===== config.mk =====
export PLATFORM = sky130hd
export DESIGN_NAME = uart_rx
export DESIGN_NICKNAME = d
export VERILOG_FILES = /design/src/rtl/uart_rx.sv
export SDC_FILE = /design/constraint.sdc
export NUM_CORES = 1
export LEC_CHECK = 0
export CAP_MARGIN = 15
export CORE_MARGIN = 3
export CORE_UTILIZATION = 53
export CTS_BUF_LIST = sky130_fd_sc_hd__clkbuf_4 sky130_fd_sc_hd__clkbuf_8
export DETAILED_ROUTE_END_ITERATION = 12
export PLACE_DENSITY_LB_ADDON = 0.05
export SYNTH_ARGS = -nofsm -noshare
export SYNTH_HDL_FRONTEND = slang
export SYNTH_SLANG_ARGS = --single-unit

===== constraint.sdc =====
create_clock -name clk -period 5.15 [get_ports clk]
set_clock_uncertainty 0.1 [all_clocks]
set_input_delay 1.03 -clock clk [delete_from_list [all_inputs] [get_ports clk]]
set_output_delay 1.03 -clock clk [all_outputs]
set_load 0.05 [all_outputs]

===== src/rtl/uart_rx.sv =====
// -----------------------------------------------------------------------------
// uart_rx
//
// Serial receiver for 8N1 frames (1 start bit, 8 data bits LSB first, 1 stop
// bit). The asynchronous line is brought into the clock domain through a
// two-flop synchronizer. Every later sample falls nominally at the centre of a
// bit: START waits half a bit to line up with the start-bit centre, and every
// following sample is one full bit period after the previous one.
//
// Parameters:
//   CLK_FREQ   system clock frequency in Hz
//   BAUD       line bit rate; CPB = CLK_FREQ/BAUD clocks per bit (must be >= 4)
//
// Ports:
//   clk        in   system clock, rising edge
//   rst        in   synchronous, active-high reset
//   rx         in   asynchronous serial input, idles high
//   dout       out  last correctly received byte
//   d_rdy      out  one-cycle strobe: dout has just been updated
//   frm_err    out  one-cycle strobe: stop bit sampled as 0
//   busy       out  high whenever the receiver is not idle
//   dbg_state  out  current FSM state, for observation only
//
// Handshake: there is no back-pressure. dout is valid on the cycle d_rdy is
// high and holds its value until the next good frame; the consumer must take
// it on that cycle. d_rdy and frm_err are never high together.
// -----------------------------------------------------------------------------
module uart_rx #(
   parameter int CLK_FREQ = 100000000,
   parameter int BAUD     = 115200
) (
   input  logic       clk,
   input  logic       rst,
   input  logic       rx,
   output logic [7:0] dout,
   output logic       d_rdy,
   output logic       frm_err,
   output logic       busy,
   output logic [2:0] dbg_state
);

   localparam int CPB   = CLK_FREQ / BAUD;
   localparam int CTR_W = (CPB > 1) ? $clog2(CPB) : 1;

   // Compare points for the bit counter.
   localparam logic [CTR_W-1:0] HALF_M1 = CTR_W'(CPB / 2 - 1);
   localparam logic [CTR_W-1:0] FULL_M1 = CTR_W'(CPB - 1);
   localparam logic [CTR_W-1:0] CTR_ONE = CTR_W'(1);

   typedef enum logic [2:0] {
      S_IDLE      = 3'd0,
      S_START     = 3'd1,
      S_DATA      = 3'd2,
      S_STOP      = 3'd3,
      S_WAIT_IDLE = 3'd4
   } state_t;

   state_t           r_state;
   logic             r_rx_meta;
   logic             r_rx_s;
   logic [CTR_W-1:0] r_bit_ctr;
   logic [2:0]       r_idx;
   logic [7:0]       r_sh;
   logic [7:0]       r_dout;
   logic             r_d_rdy;
   logic             r_frm_err;

   always_ff @(posedge clk) begin
      if (rst) begin
         r_rx_meta <= 1'b1;
         r_rx_s    <= 1'b1;
         r_state   <= S_IDLE;
         r_bit_ctr <= '0;
         r_idx     <= 3'd0;
         r_sh      <= 8'h00;
         r_dout    <= 8'h00;
         r_d_rdy   <= 1'b0;
         r_frm_err <= 1'b0;
      end else begin
         // Two-flop synchronizer; only r_rx_s is used below.
         r_rx_meta <= rx;
         r_rx_s    <= r_rx_meta;

         // Strobes default low so each lasts exactly one cycle.
         r_d_rdy   <= 1'b0;
         r_frm_err <= 1'b0;

         case (r_state)
            S_IDLE: begin
               r_bit_ctr <= '0;
               r_idx     <= 3'd0;
               if (!r_rx_s) begin
                  r_state <= S_START;
               end
            end

            S_START: begin
               // Re-check the line at the start-bit centre; a line that is
               // already high again was only a glitch.
               if (r_bit_ctr == HALF_M1) begin
                  r_bit_ctr <= '0;
                  r_idx     <= 3'd0;
                  if (r_rx_s) begin
                     r_state <= S_IDLE;
                  end else begin
                     r_state <= S_DATA;
                  end
               end else begin
                  r_bit_ctr <= r_bit_ctr + CTR_ONE;
               end
            end

            S_DATA: begin
               if (r_bit_ctr == FULL_M1) begin
                  // LSB arrives first, so bits enter at the top and shift down.
                  r_sh      <= {r_rx_s, r_sh[7:1]};
                  r_bit_ctr <= '0;
                  r_idx     <= r_idx + 3'd1;
                  if (r_idx == 3'd7) begin
                     r_state <= S_STOP;
                  end
               end else begin
                  r_bit_ctr <= r_bit_ctr + CTR_ONE;
               end
            end

            S_STOP: begin
               // Leaving at the stop-bit centre keeps half a bit of margin for
               // a start bit that follows immediately.
               if (r_bit_ctr == FULL_M1) begin
                  r_bit_ctr <= '0;
                  if (r_rx_s) begin
                     r_dout  <= r_sh;
                     r_d_rdy <= 1'b1;
                     r_state <= S_IDLE;
                  end else begin
                     r_frm_err <= 1'b1;
                     r_state   <= S_WAIT_IDLE;
                  end
               end else begin
                  r_bit_ctr <= r_bit_ctr + CTR_ONE;
               end
            end

            S_WAIT_IDLE: begin
               // A break or misframed line must go high before a new start
               // bit can be recognised.
               r_bit_ctr <= '0;
               r_idx     <= 3'd0;
               if (r_rx_s) begin
                  r_state <= S_IDLE;
               end
            end

            default: begin
               r_state   <= S_IDLE;
               r_bit_ctr <= '0;
               r_idx     <= 3'd0;
            end
         endcase
      end
   end

   assign dout      = r_dout;
   assign d_rdy     = r_d_rdy;
   assign frm_err   = r_frm_err;
   assign busy      = (r_state != S_IDLE);
   assign dbg_state = r_state;

endmodule


==> results_dict.tcl <==
set metrics [dict create \
    path_max_fanout 13 \
    rsz0062_at_grt "no" \
    post_drt_wl_per_cell_um 12.6 \
    fin_util_pct 67.5 \
    reg2reg_depth 6 \
    r2r_slack_ns 2.76 \
    critical-path-slowest-cell "clkdlybuf4s50_1" \
    pin_count 17 \
    endpoint_kind "output pin" \
    antenna_cells 0 \
    die_w_um 58.8 \
    grt_pass1_vias 1051 \
    reg2reg_to "dbg_state[2]" \
    ir_drop_mv 0.314 \
    syn_area_per_cell_um2 9.72 \
    detail-route-antenna-nets 0 \
    core_um2 2570 \
    slew_viol_final 0 \
    dieArea_um2 3460 \
    port_buffers 16 \
    antenna_found_initial 0 \
    synth-edff-count 0 \
    fmaxAchievable_mhz 331 \
    path_clk_slew_ns 0.10 \
    cts-buffers-inserted 5 \
    synth_xor_area_share_pct 5.33 \
    cts_setup_buffers 0 \
    whs_path_depth 1 \
    hp-start "r_rx_meta" \
    fin_crit_sh_pct 58.7 \
    synth_top_flop_cell "dfxtp_1" \
    drive_gt1_share_pct 9.36 \
    synth_top_family_by_area "simple AND/OR/NAND/NOR gates" \
    hold_viol 0 \
    synthCells 152 \
    clkSinkCount 36 \
    r2r_start "r_bit_ctr[0]" \
    maxCapViolations 0 \
    worstSetupPathType "reg2out" \
    routed_wl_um 2540 \
    synth_compound_area_share_pct 4.74 \
    std_cell_rows 18 \
    total_power_uw 503 \
    die_y_um 58.8 \
    holdPathEnd "r_rx_s" \
    holdBufCountCts 0 \
    grt_overflow 0 \
    placed_area_um2 1650 \
    drtIter0Drc 30 \
    first_pass_iters 2 \
    worstPathRequired_ns 4.02 \
    worstSetupStartpointType "register" \
    clock-root-buffer "clkbuf_4" \
    worst_pin_slew_ns 0.779 \
    via_count 1074 \
    yosysSeqAreaShare_pct 48.8 \
    synthAdderAreaFrac_pct 3.39 \
    fin_nets 177 \
    cp.arrival_ns 1.89 \
    crit_chain "or3_1 > clkdlybuf4s50_1" \
    cpPeakStageDelay_ns 0.71 \
    drc 0 \
    final_cell_mix "dfxtp_1 (36), nor2_1 (34), mux2i_1 (16), clkdlybuf4s50_1 (16), xor2_1 (7)" \
    status "finished clean" \
    muxShareOfSynthArea_pct 11.6 \
    grtUsageTotal_pct 17.4 \
    clkLatencyLatePin_ns 0.33 \
    start_util_pct 57.6 \
    setup_viol 0 \
    netlist-cell-type-count 34 \
    cts_tree "done" \
    via_per_inst 5.34 \
    grt_start_max_net_pins 25 \
    place.gp.congestion 0.832 \
    relSlewSlack_pct 47.9 \
    setup-tns-final_ns 0 \
    final_area_um2 1730 \
    ys_ff_latch 36 \
    clk_path_buf_depth 2 \
    power_density_nw_per_um2 290 \
    layout_commonest_cell "dfxtp_1" \
    synth-simple-area-share_pct 24.5 \
    hold_slack_ns 0.329 \
    synth_nets 159 \
    hold_class "reg2reg" \
    synth_area_um2 1480 \
    post_cts_resized 0 \
    yosys_warnings 0 \
    grt_pass1_wl_um 4440 \
    area_growth_pct 17.4 \
    period_needed_ns 3.02 \
    htreeDepth 2 \
    nFillCells 215 \
    dp_hpwl_um 1770 \
    async_flop_share_pct 0 \
    leakagePower_nw 0.616 \
]
flip-flops by register name (all words and copies together) (netlist names):
name,flops
r_idx,3
frm_err,1
r_rx_s,1
dbg_state,3
r_rx_meta,1
r_bit_ctr,10
r_sh,8
d_rdy,1
dout,8
power by group:
part | leakage [nW] | internal, mW | switching (mW) | total [mW]
Clock | 0.0456 | 0.107 | 0.0905 | 0.198
Sequential | 0.290 | 0.280 | 0.00304 | 0.283
Combinational | 0.280 | 0.00847 | 0.0144 | 0.0229
cell usage after synthesis, types with 2 or more instances:
cell type / count / share of area [%]
xnor2_1: 2 / 1.2
dfxtp_1: 36 / 49
or4_1: 2 / 1.0
nand4_1: 3 / 1.3
or3_1: 2 / 0.85
nand3_1: 4 / 1.4
nand2_1: 5 / 1.3
nor4_1: 2 / 0.85
a22o_1: 2 / 1.2
mux2i_1: 16 / 11
nand2b_1: 3 / 1.3
ha_1: 4 / 3.4
nor3_1: 2 / 0.68
or2_2: 3 / 1.3
a21oi_1: 4 / 1.4
xor2_1: 7 / 4.1
nor2_2: 2 / 0.85
clkbuf_1: 3 / 0.76
buf_2: 2 / 0.68
nor2_1: 34 / 8.6
logic make-up (layout without fill, tap and decap cells):
family	count (synthesis)	count (layout)
and+or+nand+nor	70	70
DFF	36	36
muxes	17	17
AOI/OAI and AO/OA	10	10
xor gates and xnor gates	9	9
buffers and inverters	6	25
adders and majority gates	4	4
layout make-up:
cell class	count	area, um2	share of cell area [%]
clock buffer	6	45.0	2.60
timing repair buffer	16	160	9.24
inverter	1	3.75	0.216
tap	30	37.5	2.16
clock inverter	2	35.0	2.02
sequential	36	721	41.6
multi-input combinational	110	732	42.2
how the worst max path moves through the flow:
stage | startpoint | to | slack (ns) | cells after the start
after global placement | rst | r_idx[0] | 2.33 | 4
final | dbg_state[0] | busy | 2.13 | 2
after CTS | dbg_state[0] | busy | 2.10 | 2
after detailed placement | rst | r_idx[0] | 2.26 | 4
after floorplan | dbg_state[0] | busy | 2.61 | 2
after global routing | dbg_state[0] | busy | 2.03 | 2
per-stage QoR:
stage | instances | setup WS [ns]
after global routing | 201 | 2.03
final | 201 | 2.13
after CTS | 201 | 2.10
after floorplan | 152 | 2.61
after global placement | 193 | 2.33
after detailed placement | 193 | 2.26
critical path, delay by kind of cell, from the launching register on:
kind / cells / cell delay (ns)
DFF: 1 / 0.45
and+or+nand+nor: 1 / 0.41
buffers and inverters: 1 / 0.71
layer usage:
metal | vias to the layer above | routed length, um | global-route usage (%)
li1 | 561 | - | -
met1 | 498 | 1210 | 20.2
met2 | 13 | 1190 | 27.0
met3 | 2 | 102 | 8.55
met4 | 0 | 27 | 7.77
met5 | - | 0 | 0
(Power assumes the default switching activity.)
